## config.mk

```make
export PLATFORM = sky130hd
export DESIGN_NAME = tm1638_frame_sequencer_flat
export DESIGN_NICKNAME = d
export VERILOG_FILES = /design/src/rtl/tm1638_frame_sequencer_if.sv /design/src/rtl/tm1638_frame_sequencer.sv /design/src/flat_wrapper.sv
export SDC_FILE = /design/constraint.sdc
export NUM_CORES = 1
export LEC_CHECK = 0
export CELL_PAD_IN_SITES_DETAIL_PLACEMENT = 0
export CELL_PAD_IN_SITES_GLOBAL_PLACEMENT = 1
export CORE_MARGIN = 3
export CORE_UTILIZATION = 30
export CTS_BUF_LIST = sky130_fd_sc_hd__clkbuf_16
export CTS_CLUSTER_DIAMETER = 50
export DETAILED_ROUTE_END_ITERATION = 16
export PLACE_DENSITY_LB_ADDON = 0.2
export SYNTH_ARGS = -nofsm -noshare
export SYNTH_HDL_FRONTEND = slang
export SYNTH_SLANG_ARGS = --single-unit
```

## constraint.sdc

```tcl
create_clock -name clk -period 2.9 [get_ports clk]
set_input_delay 0.87 -clock clk [delete_from_list [all_inputs] [get_ports clk]]
set_output_delay 0.87 -clock clk [all_outputs]
set_load 0.02 [all_outputs]
```

## src/rtl/tm1638_frame_sequencer_if.sv

```systemverilog
// Byte stream from the frame sequencer to the TM1638 serial shifter/strobe engine.
// tx_last marks the final byte of a transaction; the shifter raises strobe after it.
interface tm1638_frame_sequencer_if;
    logic [7:0] tx_byte;
    logic       tx_last;
    logic       tx_valid;
    logic       tx_ready;

    modport master (output tx_byte, output tx_last, output tx_valid, input tx_ready);
    modport slave  (input tx_byte, input tx_last, input tx_valid, output tx_ready);
endinterface

```

## src/rtl/tm1638_frame_sequencer.sv

```systemverilog
// Emits one TM1638 refresh frame (data cmd, addr cmd + 16 RAM bytes, display ctrl)
// per start pulse or refresh tick, with a strobe gap after every transaction.
module tm1638_frame_sequencer #(
    parameter int REFRESH_CYCLES = 5_000_000,
    parameter int STB_GAP        = 50
) (
    input  logic                             clk,
    input  logic                             rst,
    input  logic                             start,
    input  logic [63:0]                      disp_data,
    input  logic [7:0]                       led,
    input  logic [2:0]                       brightness,
    input  logic                             disp_on,
    tm1638_frame_sequencer_if.master         tx,
    output logic                             busy,
    output logic                             frame_done
);
    localparam int GW = (STB_GAP > 1) ? $clog2(STB_GAP) : 1;

    typedef enum logic [2:0] {
        S_IDLE, S_DCMD, S_GAP1, S_ADDR, S_DATA, S_GAP2, S_DISP, S_GAP3
    } state_t;

    typedef struct packed {
        logic [63:0] digits;
        logic [7:0]  led;
        logic [2:0]  bright;
        logic        on;
    } snap_t;

    state_t        state, state_nxt;
    snap_t         snap;
    logic [GW-1:0] gap_cnt;
    logic [3:0]    idx;
    logic          pending;
    logic          tick_refresh;
    logic          take;
    logic          fire_done;
    logic          gap_done;
    logic [7:0]    byte_c;
    logic          last_c;
    logic          valid_c;

    // Free-running refresh timer; runs regardless of FSM state.
    if (REFRESH_CYCLES > 0) begin : g_refresh
        localparam int RW = (REFRESH_CYCLES > 1) ? $clog2(REFRESH_CYCLES) : 1;
        logic [RW-1:0] rcnt;
        assign tick_refresh = (rcnt == RW'(REFRESH_CYCLES - 1));
        always_ff @(posedge clk) begin
            if (rst)               rcnt <= '0;
            else if (tick_refresh) rcnt <= '0;
            else                   rcnt <= rcnt + RW'(1);
        end
    end else begin : g_no_refresh
        assign tick_refresh = 1'b0;
    end

    assign gap_done = (gap_cnt == GW'(STB_GAP - 1));

    always_comb begin
        state_nxt = state;
        valid_c   = 1'b0;
        byte_c    = 8'h00;
        last_c    = 1'b0;
        take      = 1'b0;
        fire_done = 1'b0;
        case (state)
            S_IDLE: begin
                if (pending) begin
                    take      = 1'b1;
                    state_nxt = S_DCMD;
                end
            end
            S_DCMD: begin
                valid_c = 1'b1;
                byte_c  = 8'h40;
                last_c  = 1'b1;
                if (tx.tx_ready) state_nxt = S_GAP1;
            end
            S_GAP1: if (gap_done) state_nxt = S_ADDR;
            S_ADDR: begin
                valid_c = 1'b1;
                byte_c  = 8'hC0;
                if (tx.tx_ready) state_nxt = S_DATA;
            end
            S_DATA: begin
                valid_c = 1'b1;
                // Even slots carry a digit, odd slots the matching LED in bit 0.
                byte_c  = idx[0] ? {7'b0, snap.led[idx[3:1]]}
                                 : snap.digits[{idx[3:1], 3'b000} +: 8];
                last_c  = (idx == 4'd15);
                if (tx.tx_ready && idx == 4'd15) state_nxt = S_GAP2;
            end
            S_GAP2: if (gap_done) state_nxt = S_DISP;
            S_DISP: begin
                valid_c = 1'b1;
                byte_c  = snap.on ? {5'b10001, snap.bright} : 8'h80;
                last_c  = 1'b1;
                if (tx.tx_ready) state_nxt = S_GAP3;
            end
            S_GAP3: begin
                if (gap_done) begin
                    fire_done = 1'b1;
                    state_nxt = S_IDLE;
                end
            end
            default: state_nxt = S_IDLE;
        endcase
    end

    always_ff @(posedge clk) begin
        if (rst) begin
            state      <= S_IDLE;
            pending    <= 1'b0;
            snap       <= '0;
            gap_cnt    <= '0;
            idx        <= '0;
            frame_done <= 1'b0;
        end else begin
            state      <= state_nxt;
            frame_done <= fire_done;
            // A request landing in the same cycle the frame is taken stays queued.
            pending    <= (pending & ~take) | start | tick_refresh;
            if (take)
                snap <= '{digits: disp_data, led: led, bright: brightness, on: disp_on};
            if (state_nxt != state)
                gap_cnt <= '0;
            else if (state == S_GAP1 || state == S_GAP2 || state == S_GAP3)
                gap_cnt <= gap_cnt + GW'(1);
            if (state == S_ADDR)
                idx <= '0;
            else if (state == S_DATA && tx.tx_ready)
                idx <= idx + 4'd1;
        end
    end

    assign tx.tx_valid = valid_c;
    assign tx.tx_byte  = byte_c;
    assign tx.tx_last  = last_c;
    assign busy        = (state != S_IDLE);
endmodule
```

## src/flat_wrapper.sv

```systemverilog
// flat-port wrapper written by rule: the top's interface ports become plain ports
module tm1638_frame_sequencer_flat 
#(
    parameter int REFRESH_CYCLES = 5_000_000,
    parameter int STB_GAP        = 50
)
  (clk, rst, start, disp_data, led, brightness, disp_on, busy, frame_done, tx_tx_byte, tx_tx_last, tx_tx_valid, tx_tx_ready);
  tm1638_frame_sequencer_if tx_i ();
  input  logic clk;
  input  logic rst;
  input  logic start;
  input  logic [63:0] disp_data;
  input  logic [7:0] led;
  input  logic [2:0] brightness;
  input  logic disp_on;
  output logic busy;
  output logic frame_done;
  output wire logic [$bits(tx_i.tx_byte)-1:0] tx_tx_byte;
  output wire logic [$bits(tx_i.tx_last)-1:0] tx_tx_last;
  output wire logic [$bits(tx_i.tx_valid)-1:0] tx_tx_valid;
  input wire logic [$bits(tx_i.tx_ready)-1:0] tx_tx_ready;
  assign tx_tx_byte = tx_i.tx_byte;
  assign tx_tx_last = tx_i.tx_last;
  assign tx_tx_valid = tx_i.tx_valid;
  assign tx_i.tx_ready = tx_tx_ready;
  tm1638_frame_sequencer #(.REFRESH_CYCLES(REFRESH_CYCLES), .STB_GAP(STB_GAP)) u_core (.clk(clk), .rst(rst), .start(start), .disp_data(disp_data), .led(led), .brightness(brightness), .disp_on(disp_on), .tx(tx_i), .busy(busy), .frame_done(frame_done));
endmodule
```

==> metrics.log <==
[metrics] number of clock sinks: 114
[metrics] total negative slack for setup checks: 0 ps
[metrics] routed length per placed instance: 15.05 um
[metrics] layout cells sized above 1: 11.29%
[metrics] source of the critical timing path: u_core.idx[2]
[metrics] highest achievable clock rate: 357.6 MHz
[metrics] Final Max Slew Viols: 0
[metrics] Remaining Overflow, GRT: 0
[metrics] Via Count: ~4400
[metrics] minimum clock period: around 2800 ps
[metrics] HPWL Detailed: 10140 um
[metrics] area share of xor/xnor cells in the synthesized design: about 3.5%
[metrics] unrepaired setup endpoints after global routing: false
[metrics] post-synth top area share: 45.42%
[metrics] number of storage elements in the synthesis netlist: about 110
[metrics] weighted congestion reported at the end of routability-driven placement: 0.8172
[metrics] post-route non-filler standard cell count: 916
[metrics] CTS Hold Bufs: 0
[metrics] portion of the post-synthesis area used by sequential elements: 45.42%
[metrics] Cell Rows: 46
[metrics] most instantiated flip-flop cell in the synthesis netlist: sky130_fd_sc_hd__dfxtp_1
[metrics] cell leakage power: 2.302 nW
[metrics] multi-input logic area: 0.002570 mm2
[metrics] dominant cell type by area after synthesis: sky130_fd_sc_hd__dfxtp_1
[metrics] Non-Filler Cell Area, Final: around 0.0067 mm2
[metrics] Placed Instance Area: 0.006236 mm2
[metrics] filler cell count in the final layout: about 1600
[metrics] average cell area after synthesis: 8.389 um2
[metrics] area of the mapped netlist: 0.005025 mm2
[metrics] clock latency reported for the late side of the worst-skew pair: 400 ps
[metrics] placed insts: slightly below 900
[metrics] initial antenna violation count: 0
[metrics] number of violations of the max-capacitance limit: 0
[metrics] largest family of logic cells by synthesized area: simple AND/OR/NAND/NOR gates
[metrics] post-CTS setup repair buffer count: 0
[metrics] largest fanout of any net on the critical path: 7
[metrics] clock tree from TritonCTS: built
[metrics] count of H-tree levels built during CTS: 4
[metrics] endpoint type of the worst setup path: primary output
[metrics] CP Class: register to primary output
[metrics] Synth warnings: 0
[metrics] cells after synthesis: between 500 and 600
[metrics] final standard cell utilization of the core: 41.72%
[metrics] Data required, critical path: 2030 ps
[metrics] maximum ir drop on the vdd rail: 0.4268 mV
[metrics] ratio of final minimum period to clock period: 96.44%
[metrics] clock tree skew after final layout: approximately 6.0 ps
[metrics] Die W: about 140 um
[metrics] Yosys cell types: 46
[metrics] status: finished clean
[metrics] effective utilization at floorplan: 31.18%
[metrics] number of buffers between clock root and the deepest sink: 2
[metrics] setup violators final: 0
[metrics] Synth Area in Compound Gates: 13.22%
[metrics] first-pass GRT wire length: 22530 um
[metrics] Final Hold Fails: 0
[metrics] Total Routed Length: 13790 um
[metrics] share of synthesized registers carrying an async set or reset: 0%
[metrics] path type of the worst min-delay path: register to register
[metrics] root buffer cell: sky130_fd_sc_hd__clkbuf_16
[metrics] number of top-level pins: 92
[metrics] WP data arrival: between 1500 and 2000 ps
[metrics] core area: 0.01612 mm2
[metrics] maximum number of pins on one net before global-route repair: 77
[metrics] Synth Area in Simple Gates: between 20% and 30%
[metrics] vias in the first global route: roughly 4400
[metrics] die outline height: ~140 um
[metrics] count of flip-flops with a built-in enable after synthesis: 0
[metrics] Reg2Reg Launch Point: u_core.g_refresh.rcnt[11]
[metrics] DRC: 0
[metrics] cell with the most instances after synthesis: sky130_fd_sc_hd__nand2_1
[metrics] Pwr Density: 571.2 mW/mm2
[metrics] fraction of synthesized area in multiplexers: 9.761%
[metrics] GRT Total Usage: 15.54%
[metrics] DR iter-0 viols: 306
[metrics] number of diodes: 0
[metrics] clock transition at the registers of the reported paths: 50 ps
[metrics] final net count: 774
[metrics] cell types with the largest area share after synthesis: sky130_fd_sc_hd__dfxtp_1, sky130_fd_sc_hd__nand2_1, sky130_fd_sc_hd__a21oi_1, sky130_fd_sc_hd__mux4_2, sky130_fd_sc_hd__mux2i_1
[metrics] net count after synthesis: 683
[metrics] number of buffers created by CTS: 17
[metrics] worst max-slew margin expressed relative to the limit: a little under three fifths
[metrics] kind of launch point of the worst setup path: register
[metrics] area overhead of the layout relative to synthesis: 33.79%
[metrics] commonest cells in the netlist: sky130_fd_sc_hd__nand2_1, sky130_fd_sc_hd__dfxtp_1, sky130_fd_sc_hd__a21oi_1, sky130_fd_sc_hd__nor2_1, sky130_fd_sc_hd__clkbuf_1
[metrics] count of input and output buffers: 91
[metrics] worst hold slack: 452.3 ps
[metrics] transition time of the tightest slew-check pin: 657.0 ps
[metrics] total die area: between 0.015 and 0.02 mm2
[metrics] Register Area: 0.002285 mm2
[metrics] hold_sp: u_core.snap[58]
[metrics] number of nets with antenna violations after detailed routing: 0
[metrics] fraction of the mapped netlist area in adder cells: 0.9960%
[metrics] Initial DRT Pass Iterations: 4
[metrics] via density per instance: approximately 4.8
area by class of cell:
class | count | area share, %
multi-input cells | 439 | 38.23
inverters | 7 | 0.3908
flip-flops and latches | 114 | 33.98
repair buffers | 111 | 15.88
clock buffers | 17 | 6.328
well taps | 216 | 4.020
clock inverters | 12 | 1.173
worst max-delay path: stages (launching register included):
cell	delay, ps
sky130_fd_sc_hd__dfxtp_2	380
sky130_fd_sc_hd__buf_12	140
sky130_fd_sc_hd__mux4_2	510
sky130_fd_sc_hd__mux2i_1	150
sky130_fd_sc_hd__o21ai_0	140
sky130_fd_sc_hd__buf_2	200
registers in the layout, summed over array words and instances, names as in the netlist:
register               flops
u_core.snap               76
u_core.g_refresh.rcnt     23
u_core.gap_cnt             6
u_core.idx                 4
u_core.state               3
u_core.frame_done          1
u_core.pending             1
layout by cell type, fill, tap and decap left out, types with 2 or more instances in the layout:
master,count
sky130_fd_sc_hd__mux2i_1,13
sky130_fd_sc_hd__inv_1,9
sky130_fd_sc_hd__clkdlybuf4s50_1,81
sky130_fd_sc_hd__or2_2,2
sky130_fd_sc_hd__o21ai_0,12
sky130_fd_sc_hd__a31oi_1,5
sky130_fd_sc_hd__or3_1,10
sky130_fd_sc_hd__o31ai_1,6
sky130_fd_sc_hd__ha_1,4
sky130_fd_sc_hd__or4_1,5
sky130_fd_sc_hd__buf_12,3
sky130_fd_sc_hd__nand3_1,12
sky130_fd_sc_hd__o2111ai_1,2
sky130_fd_sc_hd__dfxtp_1,112
sky130_fd_sc_hd__buf_4,13
sky130_fd_sc_hd__nor4_1,7
sky130_fd_sc_hd__nand3b_1,2
sky130_fd_sc_hd__nand4_1,5
sky130_fd_sc_hd__clkbuf_16,17
sky130_fd_sc_hd__nor3b_1,2
sky130_fd_sc_hd__a21oi_1,88
sky130_fd_sc_hd__buf_6,4
sky130_fd_sc_hd__nand2_1,170
sky130_fd_sc_hd__nand2b_1,2
sky130_fd_sc_hd__clkinv_2,6
sky130_fd_sc_hd__mux4_2,16
sky130_fd_sc_hd__nor2b_1,3
sky130_fd_sc_hd__xor2_1,11
sky130_fd_sc_hd__buf_2,6
sky130_fd_sc_hd__clkinv_1,3
sky130_fd_sc_hd__nor2_1,30
sky130_fd_sc_hd__xnor2_1,9
sky130_fd_sc_hd__clkbuf_2,3
sky130_fd_sc_hd__dfxtp_2,2
sky130_fd_sc_hd__and3_1,3
metal layers:
| layer | GRT usage (%) | share of wire, % | wire length [um] |
|---|---|---|---|
| met4 | 5.655 | 1.5 | 204 |
| met1 | 22.75 | 51 | 7025 |
| met5 | 0 | 0 | 0 |
| met3 | 4.198 | 5.4 | 744 |
| met2 | 21.82 | 42 | 5811 |
what timing repair did:
action                                  4_1_cts  5_1_grt
pin swaps                                     0        0
endpoints found under the setup margin        9        8
gates resized for setup                      31       12
path summary, 6_finish.rpt:
path | endpoint | cells past startpoint | slack (ps)
worst max register to register | u_core.g_refresh.rcnt[2] | 5 | 720
worst min-delay path | u_core.snap[58] | 2 | 450
worst min register to register | u_core.snap[58] | 2 | 450
worst max-delay path | tx_tx_byte[1] | 5 | 100
power by group:
part / internal [W] / leakage, nW / switching, W
Sequential: 0.00164 / 0.929 / 0.0000485
Clock: 0.00113 / 0.262 / 0.000655
Combinational: 0.000188 / 1.11 / 0.000178
Total: 0.00296 / 2.30 / 0.000882
through the flow:
stage	total power, W	setup WS (ps)
floorplan	0.001890	198.5
global placement	0.002088	55.85
detailed placement	0.002089	-29.21
CTS	0.003883	-85.19
global route	0.004003	1.247
finish	0.003840	103.4
cell families (layout without fill, tap and decap cells):
logic type                 Yosys count  after routing
xor gates and xnor gates            20             20
adders and majority gates            4              4
AOI/OAI and AO/OA                  122            122
buffers and inverters               46            147
DFF                                114            114
muxes                               29             29
and+or+nand+nor                    264            264
No activity file was read; power rests on OpenSTA's default activity.
